**src/rtl/piso_shift_transmitter.sv**
```systemverilog
// Parallel-in, serial-out transmitter: accepts a WIDTH-bit word on a valid/ready
// handshake and shifts it out MSB-first. Optional even-parity bit: PISO_PARITY_EN.
module piso_shift_transmitter #(
    parameter int WIDTH = 4
) (
    input  logic             CLK,
    input  logic             RST,
    input  logic [WIDTH-1:0] data_in,
    input  logic             load_valid,
    output logic             load_ready,
    output logic             shift_out,
    output logic             frame_active,
    output logic             done
);

    localparam int CNT_W = $clog2(WIDTH + 2);
`ifdef PISO_PARITY_EN
    localparam int FRAME_LEN = WIDTH + 1;
`else
    localparam int FRAME_LEN = WIDTH;
`endif

    typedef enum logic {IDLE, SHIFT} state_t;

    state_t             state_q, state_d;
    logic [WIDTH-1:0]   sreg_q, sreg_d;
    logic [CNT_W-1:0]   cnt_q, cnt_d;
    logic               shift_out_q, shift_out_d;
    logic               frame_active_q, frame_active_d;
    logic               done_q, done_d;
`ifdef PISO_PARITY_EN
    logic               parity_q, parity_d;
`endif

    logic last_bit;
    logic handshake;

    // cnt_q counts frame bits still to be driven, including the one on shift_out.
    assign last_bit   = (state_q == SHIFT) && (cnt_q == CNT_W'(1));
    assign load_ready = (state_q == IDLE) || last_bit;
    assign handshake  = load_valid && load_ready;

    always_comb begin
        state_d        = state_q;
        sreg_d         = sreg_q;
        cnt_d          = cnt_q;
        shift_out_d    = 1'b0;
        frame_active_d = 1'b0;
        done_d         = 1'b0;
`ifdef PISO_PARITY_EN
        parity_d       = parity_q;
`endif
        if (handshake) begin
            state_d        = SHIFT;
            sreg_d         = {data_in[WIDTH-2:0], 1'b0};
            cnt_d          = CNT_W'(FRAME_LEN);
            shift_out_d    = data_in[WIDTH-1];
            frame_active_d = 1'b1;
`ifdef PISO_PARITY_EN
            parity_d       = ^data_in;
`endif
        end else if (state_q == SHIFT && !last_bit) begin
            cnt_d          = cnt_q - 1'b1;
            sreg_d         = {sreg_q[WIDTH-2:0], 1'b0};
            shift_out_d    = sreg_q[WIDTH-1];
            frame_active_d = 1'b1;
            done_d         = (cnt_d == CNT_W'(1));
`ifdef PISO_PARITY_EN
            if (cnt_d == CNT_W'(1)) shift_out_d = parity_q;
`endif
        end else if (last_bit) begin
            state_d = IDLE;
            cnt_d   = '0;
            sreg_d  = '0;
        end
    end

    always_ff @(posedge CLK) begin
        if (RST) begin
            state_q        <= IDLE;
            sreg_q         <= '0;
            cnt_q          <= '0;
            shift_out_q    <= 1'b0;
            frame_active_q <= 1'b0;
            done_q         <= 1'b0;
`ifdef PISO_PARITY_EN
            parity_q       <= 1'b0;
`endif
        end else begin
            state_q        <= state_d;
            sreg_q         <= sreg_d;
            cnt_q          <= cnt_d;
            shift_out_q    <= shift_out_d;
            frame_active_q <= frame_active_d;
            done_q         <= done_d;
`ifdef PISO_PARITY_EN
            parity_q       <= parity_d;
`endif
        end
    end

    assign shift_out    = shift_out_q;
    assign frame_active = frame_active_q;
    assign done         = done_q;

endmodule
```
**config.mk**
```make
export PLATFORM = sky130hd
export DESIGN_NAME = piso_shift_transmitter
export DESIGN_NICKNAME = d
export VERILOG_FILES = /design/src/rtl/piso_shift_transmitter.sv
export SDC_FILE = /design/constraint.sdc
export NUM_CORES = 1
export LEC_CHECK = 0
export BUFFER_PORTS_ARGS = -buffer_cell sky130_fd_sc_hd__buf_4
export CAP_MARGIN = 40
export CORE_UTILIZATION = 30
export DETAILED_ROUTE_END_ITERATION = 10
export GPL_ROUTABILITY_DRIVEN = 0
export RECOVER_POWER = 100
export SETUP_SLACK_MARGIN = 0.4
export SLEW_MARGIN = 10
export SYNTH_ARGS = -nofsm -noshare
export SYNTH_HDL_FRONTEND = slang
export SYNTH_SLANG_ARGS = --single-unit
export TNS_END_PERCENT = 20
```
**constraint.sdc**
```tcl
create_clock -name CLK -period 1.9 [get_ports CLK]
set_clock_uncertainty 0.15 [all_clocks]
set_input_delay 0.285 -clock CLK [delete_from_list [all_inputs] [get_ports CLK]]
set_output_delay 0.285 -clock CLK [all_outputs]
set_load 0.05 [all_outputs]
```
==> results of run 1 <==
[per-stage QoR]
stage / worst slack (ns) / hold slack, ns / std cells / util, % / instance area, sq um
3_3_place_gp: 0.440 / 0.317 / 76 / 36.9 / 563
2_1_floorplan: 0.423 / 0.294 / 55 / - / 503
6_report: 0.274 / 0.111 / 83 / 40.3 / 614
3_5_place_dp: 0.407 / 0.314 / 76 / 36.9 / 563
4_1_cts: 0.351 / 0.0981 / 83 / 42.7 / 651
5_1_grt: 0.198 / 0.102 / 83 / 40.3 / 614
[cell type report]
type	instances	area [sq um]
flip-flops and latches	10	201
fillers	163	910
inverters	4	15.0
clock buffers	4	36.3
well taps	16	20.0
multi-input cells	36	248
repair buffers	13	93.8
[registers in the layout, summed over array words and instances (netlist names)]
name	count
done	1
cnt_q	3
shift_out	1
frame_active	1
sreg_q	3
state_q	1
[cells by family after synthesis]
logic type / share of synthesized area, %
AO/OA/AOI/OAI: 21.2
XOR/XNOR: 1.75
adder cells (fa/ha/maj): 7.50
buffers and inverters: 10.0
flip-flops: 40.0
AND/OR/NAND/NOR: 19.5
[placed cells by master, fill, tap and decap left out, drive strengths merged]
cell type / instances
inv: 4
buf: 10
nand3: 2
a31oi: 2
nor3: 2
a21oi: 3
a211oi: 3
a221oi: 1
nor3b: 2
ha: 3
a32oi: 1
nand2: 5
nand2b: 2
dfxtp: 10
a21o: 4
clkbuf: 7
xnor2: 1
or3b: 1
nor2: 4
[path summary, 6_finish.rpt]
path,startpoint,endpoint,slack [ns]
setup / recovery,cnt_q[1],load_ready,0.27
hold / removal,RST,state_q,0.11
setup reg to reg,cnt_q[0],sreg_q[3],0.39
hold reg to reg,sreg_q[3],shift_out,0.32
[repair_timing]
item,CTS,global route
hold buffers,0,0
gates resized for setup,9,0
setup endpoints to repair,1,3
setup buffers,3,0
pin swaps,0,0
[power by group]
part / total (mW) / internal (mW) / switching (mW)
Clock: 0.189 / 0.116 / 0.0730
Combinational: 0.104 / 0.0478 / 0.0561
Sequential: 0.241 / 0.225 / 0.0158
[routing by layer]
layer | part of all wire [%] | global-route usage [%]
met4 | 1.2 | 5.63
met3 | 4.3 | 5.11
met5 | 0 | 0
met2 | 46 | 21.8
met1 | 48 | 15.9
==> summary.md, run 1 <==
| Metric | Value |
|---|---|
| Routed vias | 417 |
| Outcome | completed |
| Die H | 42.8 microns |
| Hold path cells | 2 |
| N_diodes | 0 |
| Grt ovf | 0 |
| IO Pins | 11 |
| Distinct cells, synth | 24 |
| Worst-Margin Slew | 0.594 ns |
| Fmax | 615 MHz |
| Layout cell share with drive strength beyond 1 | 29.9% |
| First-pass GRT wire length | 1.84 mm |
| Mapped Area | 500 sq um |
| Initial Util | 32.8% |
| Critical Path RT | 1.46 ns |
| Die area | 1840 sq um |
| Pwr per Cell Area | 870 nW/um^2 |
| Number of global-route vias before repair | 436 |
| Sequential share of the synthesized area | 40.0% |
| Setup CP Type | reg2out |
| Final nets | 78 |
| R2r worst-path depth | 5 |
| Tot GR Track Use | 13.5% |
| Crit end category | output pin |
| Peak supply drop | 368 uV |
| Root Driver | clkbuf_4 |
| Final Power | 0.534 mW |
| CP arrival | 1.19 ns |
| CP cell instances | inv_1 -> ha_1 -> nand2b_2 -> nand2_4 -> buf_8 |
| IO Port Bufs | 10 |
| Final Critical Period | 1.63 ns |
| Cells after synthesis | 55 |
| Post-route ant nets | 0 |
| Clk buf depth | 2 |
| Sum of negative setup slack | 0 ns |
| Top Family by Delay on Critical Path | flip-flops |
| FP Rows | 14 |
| Endpoints failing hold | 0 |
| Clock H-tree levels | 1 |
| WP depth | 5 |
| CTS tree | yes |
| Lkg Pwr | 0.250 nW |
| CP Buf/Inv Count | 2 |
| Max-Cap Viols | 0 |
| Share of the synthesized area in the top cell type | 40.0% |
| Drt first pass iters | 3 |
| Clock sinks | 10 |
| Core Area | 1520 sq um |
| Post-DP HPWL | 609 microns |
| Number of flops mapped to enable cells by yosys | 0 |
| Initial antenna violation count | 0 |
| Max transition margin | 60.6% |
| Clock transition at the registers of the reported paths | 0.07 ns |
| Worst skew pair latency | 0.27 ns |
| Cts bufs inserted | 3 |
| Synth area leader | dfxtp_1 |
| Pins over their slew limit | 0 |
| Crit-path max cell delay | 0.34 ns |
| Routed WL per cell | 11.9 microns |
| Area grow syn2layout | 22.7% |
| Synthesis Warnings | 0 |
| Count leader, synth | dfxtp_1 |
| Iter 0 DRT Violations | 2 |
| Setup violators final | 0 |
| FFs w/ async S/R, synth | 0% |
| Startpoint Class | flip-flop |
| Hold/Removal Path Class | in2reg |
| Post-synth top flop | dfxtp_1 |
| Synth Net Count | 65 |
| CP max FO | 2 |
| Synth area leaders | dfxtp_1 (40%), ha_1 (7.5%), a21o_2 (5.2%) |
| CP max-delay cell | dfxtp_1 |
| Commonest cells post-synth | dfxtp_1 (10), nand2_1 (5), inv_1 (4), nor2_1 (4) |
| #FFs+latches synth | 10 |
| DRC violations left | 0 |
| Unrepaired setup endpoints after global routing | true |
| Routed Wire Length | 986 microns |
| Vias/cell | 5.02 |
| Synth Area per Inst | 9.10 sq um |
| Die width | 42.8 microns |
| Tcrit/Tclk final | 85.6% |
| Largest net degree at the start of global routing | 18 |
Note: power is estimated with default switching activity, not from simulation.
==> run 2, diff against run 1 <==
CTS_BUF_LIST = sky130_fd_sc_hd__clkbuf_4   (was default)
==> run 2 against run 1 <==
  * Routed wire length decreased by 2.4%
  * Critical path depth stayed put
  * Final area is 1.6% lower
  * Sequential power barely moved
  * Die area is the same
  * Combinational power barely moved
  * Non-clock buffer count stayed put
  * Global-route usage did not move
  * Critical endpoint unchanged
==> summary.md, run 2 (synthesized netlist as in run 1, its figures left out) <==
| Metric | Value |
|---|---|
| IO Port Bufs | 10 (unchanged) |
| Routed Wire Length | 962 microns (was 986 microns) |
| Initial antenna violation count | 0 (unchanged) |
| DRC violations left | 0 (unchanged) |
| Clk buf depth | 2 (unchanged) |
| Initial Util | 32.8% (unchanged) |
| Die width | 42.8 microns (unchanged) |
| IO Pins | 11 (unchanged) |
| Unrepaired setup endpoints after global routing | true (unchanged) |
| Iter 0 DRT Violations | 0 (was 2) |
| Pins over their slew limit | 0 (unchanged) |
| Number of global-route vias before repair | 436 (unchanged) |
| Endpoints failing hold | 0 (unchanged) |
| CP arrival | 1.19 ns (about the same) |
| CTS tree | yes (unchanged) |
| Setup violators final | 0 (unchanged) |
| Final Util | 39.7% (was 40.3%) |
| N_diodes | 0 (unchanged) |
| Post-DP HPWL | 609 microns (unchanged) |
| Worst skew pair latency | 0.26 ns (was 0.27 ns) |
| Clock H-tree levels | 1 (unchanged) |
| Post-route ant nets | 0 (unchanged) |
| Most frequent cells in the layout | dfxtp_1 (9), buf_4 (9), inv_1 (4), nand2_1 (4), nor2_1 (4) (unchanged) |
| Final nets | 78 (unchanged) |
| Root Driver | clkbuf_4 (unchanged) |
| Tcrit/Tclk final | 85.4% (was 85.6%) |
| Cts bufs inserted | 3 (unchanged) |
| Die area | 1840 sq um (unchanged) |
| Startpoint Class | flip-flop (unchanged) |
| Largest regs | cnt_q (3), sreg_q (3) (unchanged) |
| Tot GR Track Use | 13.5% (unchanged) |
| Layout cell share with drive strength beyond 1 | 28.4% (was 29.9%) |
| CP max FO | 2 (unchanged) |
| Max-Cap Viols | 0 (unchanged) |
| Fin cells | 83 (unchanged) |
| Area grow syn2layout | 20.8% (was 22.7%) |
| Crit end category | output pin (unchanged) |
| Hold/Removal Path Class | in2reg (unchanged) |
| Peak supply drop | 324 uV (was 368 uV) |
| Grt ovf | 0 (unchanged) |
| Worst-Margin Slew | 0.594 ns (unchanged) |
| Pwr per Cell Area | 812 nW/um^2 (was 870 nW/um^2) |
| Final Critical Period | 1.62 ns (was 1.63 ns) |
| Die H | 42.8 microns (unchanged) |
| Largest net degree at the start of global routing | 18 (unchanged) |
| Drt first pass iters | 1 (was 3) |
| Outcome | completed (unchanged) |
| Lkg Pwr | 0.244 nW (was 0.250 nW) |
| Clock sinks | 10 (unchanged) |
| Cells after DPL | 76 (unchanged) |
| Core Area | 1520 sq um (unchanged) |
| FP Rows | 14 (unchanged) |
| Fmax | 616 MHz (was 615 MHz) |
| Vias/cell | 5.02 (unchanged) |
| Clock transition at the registers of the reported paths | 0.07 ns (about the same) |
| Routed WL per cell | 11.6 microns (was 11.9 microns) |
| Max transition margin | 60.6% (unchanged) |
| First-pass GRT wire length | 1.84 mm (unchanged) |
| Sum of negative setup slack | 0 ns (unchanged) |
| Routed vias | 417 (unchanged) |
| Setup CP Type | reg2out (unchanged) |
| Critical Path RT | 1.46 ns (about the same) |
==> run 2: path summary, 6_finish.rpt <==
check | startpoint | endpoint | slack (ns) | cells past startpoint
setup reg to reg | cnt_q[0] | sreg_q[3] | 0.39 | 5
hold / removal | RST | state_q | 0.11 | 2
setup / recovery | cnt_q[1] | load_ready | 0.28 | 5
hold reg to reg | sreg_q[3] | shift_out | 0.32 | 2
==> run 2: final cells by class <==
type | count | area [sq um]
clock buffer | 3 | 22.5
inverter | 4 | 15.0
clock inverter | 1 | 3.75
fill | 164 | 920
sequential | 10 | 201
tap | 16 | 20.0
multi-input combinational | 36 | 248
timing repair buffer | 13 | 93.8
==> run 2: stage by stage <==
step           hold WS [ns]  worst slack (ns)  instance area [sq um]  power, mW
2_1_floorplan         0.294             0.423                    503      0.322
3_3_place_gp          0.317             0.440                    563      0.342
3_5_place_dp          0.314             0.407                    563      0.343
4_1_cts               0.101             0.354                    641      0.509
5_1_grt               0.103             0.199                    604      0.523
6_report              0.112             0.278                    604      0.491
==> run 2: critical path, stage by stage (launching register included) <==
cell      delay [ns]
dfxtp_1         0.34
inv_1           0.06
ha_1            0.20
nand2b_2        0.11
nand2_4         0.06
buf_8           0.16
==> run 2: layer usage <==
| layer | part of all wire [%] | GRT usage [%] | wire, microns | vias up |
|---|---|---|---|---|
| li1 | - | - | - | 213 |
| met1 | 47 | 15.9 | 450 | 194 |
| met2 | 48 | 21.8 | 461 | 8 |
| met3 | 3.8 | 5.11 | 37 | 2 |
| met4 | 1.2 | 5.63 | 12 | 0 |
| met5 | 0 | 0 | 0 | - |
==> run 2: where the power goes <==
group          internal (mW)  switching, mW
clock                 0.0757         0.0703
sequential             0.225         0.0157
combinational         0.0478         0.0560
==> run 2: what timing repair did <==
action | in CTS | in global routing
gates resized for setup | 9 | 0
buffers inserted | 3 | 0
hold buffers | 0 | 0
endpoints found under the setup margin | 1 | 3
pin swaps | 0 | 0
==> run 3, diff against run 2 <==
CELL_PAD_IN_SITES_DETAIL_PLACEMENT = 0   (was default)
CELL_PAD_IN_SITES_GLOBAL_PLACEMENT = 1   (was default)
PLACE_DENSITY_LB_ADDON = 0.1   (was default)
==> run 3 against run 2 <==
  * Fmax is 0.22% higher
  * Clock power about the same
  * Critical path type unchanged
  * Sequential cell count is the same
  * Core utilization grew 0.082 points
  * Global-route usage shrank 1.0 points
  * First-iteration DRC count is 9 higher
  * Highest routed layer unchanged
  * Worst setup slack improved by 0.0036 ns
==> summary.md, run 3 (synthesized netlist as in run 1, its figures left out) <==
| Metric | Value |
|---|---|
| Lkg Pwr | 0.245 nW (was 0.244 nW) |
| Core Area | 1520 sq um (unchanged) |
| Area grow syn2layout | 21.0% (was 20.8%) |
| Commonest non-fill, non-tap cell in the layout | buf_4 |
| M1 GR Usage | 14.9% (was 15.9%) |
| Root Driver | clkbuf_4 (unchanged) |
| CP arrival | 1.18 ns (was 1.19 ns) |
| N_diodes | 0 (unchanged) |
| Clock transition at the registers of the reported paths | 0.07 ns (about the same) |
| Launch point of the worst path | cnt_q[1] (unchanged) |
| Post-DP HPWL | 590 microns (was 609 microns) |
| Clk buf depth | 2 (unchanged) |
| CP max FO | 2 (unchanged) |
| Hold_ws | 0.117 ns (was 0.112 ns) |
| Hold path cells | 2 (unchanged) |
| Top Family by Delay on Critical Path | flip-flops (unchanged) |
| Worst hold start | RST (unchanged) |
| Met2 GRT Util | 17.3% (was 21.8%) |
| Pins over their slew limit | 0 (unchanged) |
| Flop-to-flop setup slack | 0.41 ns (was 0.39 ns) |
| Critical Path RT | 1.46 ns (about the same) |
| Peak supply drop | 555 uV (was 324 uV) |
| FP Rows | 14 (unchanged) |
| Clock H-tree levels | 1 (unchanged) |
| Largest net degree at the start of global routing | 18 (unchanged) |
| Routed Wire Length | 951 microns (was 962 microns) |
| First-pass GRT wire length | 1.64 mm (was 1.84 mm) |
| Final Critical Period | 1.62 ns (about the same) |
| R2r worst-path depth | 6 (was 5) |
| Vias/cell | 5.02 (unchanged) |
| Setup violators final | 0 (unchanged) |
| Routed vias | 417 (unchanged) |
| CP cell instances | inv_1 -> ha_1 -> nand2b_2 -> nand2_4 -> buf_8 (unchanged) |
| Unrepaired setup endpoints after global routing | true (unchanged) |
| Layout cell share with drive strength beyond 1 | 29.9% (was 28.4%) |
| Hold/Removal Path Class | in2reg (unchanged) |
| DRC violations left | 0 (unchanged) |
| Initial Util | 32.8% (unchanged) |
| Fmax | 618 MHz (was 616 MHz) |
| Routed WL per cell | 11.5 microns (was 11.6 microns) |
| Setup CP Type | reg2out (unchanged) |
| Busiest grt layer | met2 (unchanged) |
| Reg2Reg Capture Point | sreg_q[3] (unchanged) |
| Initial antenna violation count | 0 (unchanged) |
| CP Buf/Inv Count | 2 (unchanged) |
| Worst-Margin Slew | 0.588 ns (was 0.594 ns) |
| Max transition margin | 61.0% (was 60.6%) |
| Drt first pass iters | 4 (was 1) |
| IO Pins | 11 (unchanged) |
| Die area | 1840 sq um (unchanged) |
| Startpoint Class | flip-flop (unchanged) |
| Post-route ant nets | 0 (unchanged) |
| WHS Endpoint | sreg_q[1] (was state_q) |
| IO Port Bufs | 10 (unchanged) |
| Die H | 42.8 microns (unchanged) |
| Endpoints failing hold | 0 (unchanged) |
| Most frequent cells in the layout | buf_4 (9), dfxtp_1 (8), inv_1 (4), nand2_1 (4), nor2_1 (4) (was dfxtp_1 (9), buf_4 (9), inv_1 (4), nand2_1 (4), nor2_1 (4)) |
| Final nets | 78 (unchanged) |
| Met3 Usage GRT | 8.51% (was 5.11%) |
| Max-Cap Viols | 0 (unchanged) |
| CTS tree | yes (unchanged) |
| Tot GR Track Use | 12.5% (was 13.5%) |
| Fin cells | 83 (unchanged) |
| Largest regs | cnt_q (3), sreg_q (3) (unchanged) |
| Iter 0 DRT Violations | 9 (was 0) |
| Cts bufs inserted | 3 (unchanged) |
| Cells after DPL | 76 (unchanged) |
| CP max-delay cell | dfxtp_1 (unchanged) |
| Crit end category | output pin (unchanged) |
| Tcrit/Tclk final | 85.2% (was 85.4%) |
| Final Util | 39.7% (about the same) |
| Grt ovf | 0 (unchanged) |
| Pwr per Cell Area | 816 nW/um^2 (was 812 nW/um^2) |
| Worst skew pair latency | 0.27 ns (was 0.26 ns) |
| Sum of negative setup slack | 0 ns (unchanged) |
| Outcome | completed (unchanged) |
| Number of global-route vias before repair | 376 (was 436) |
| Crit-path max cell delay | 0.33 ns (was 0.34 ns) |
| Clock sinks | 10 (unchanged) |
| R2R Path Start | cnt_q[1] (was cnt_q[0]) |
| Die width | 42.8 microns (unchanged) |
==> run 3: area by class of cell <==
| class | instances | area (sq um) |
|---|---|---|
| clock buffer | 3 | 22.5 |
| fill | 165 | 918 |
| multi-input combinational | 36 | 248 |
| timing repair buffer | 13 | 93.8 |
| sequential | 10 | 203 |
| tap | 16 | 20.0 |
| clock inverter | 1 | 3.75 |
| inverter | 4 | 15.0 |
==> run 3: timing repair <==
action / 4_1_cts / 5_1_grt
buffers inserted: 2 / 1
setup endpoints to repair: 1 / 1
resized for setup: 9 / 0
hold buffers: 0 / 0
==> run 3: routing by layer <==
layer	share of wire [%]	wire, microns	vias to the layer above
met5	0	0	-
met4	0.84	8	0
met3	7.5	71	2
met2	44	423	11
met1	47	449	193
li1	-	-	211
==> run 3: worst max-delay path by stage <==
| stage | to | slack, ns | depth (start not counted) |
|---|---|---|---|
| 2_1_floorplan | cnt_q[0] | 0.42 | 6 |
| 3_3_place_gp | load_ready | 0.42 | 5 |
| 3_5_place_dp | load_ready | 0.42 | 5 |
| 4_1_cts | load_ready | 0.35 | 5 |
| 5_1_grt | load_ready | 0.20 | 5 |
| 6_report | load_ready | 0.28 | 5 |
==> run 3: report_power, final <==
part / internal, mW / total, mW / switching [mW]
Combinational: 0.0478 / 0.104 / 0.0563
Clock: 0.0759 / 0.149 / 0.0734
Sequential: 0.226 / 0.241 / 0.0155
Total: 0.349 / 0.494 / 0.145
==> run 3: per-stage QoR <==
step	total power, mW	setup WS [ns]	cell area, sq um
floorplan	0.322	0.423	503
global placement	0.345	0.421	563
CTS	0.511	0.354	633
finish	0.494	0.281	606
global route	0.526	0.200	606
detailed placement	0.343	0.416	563
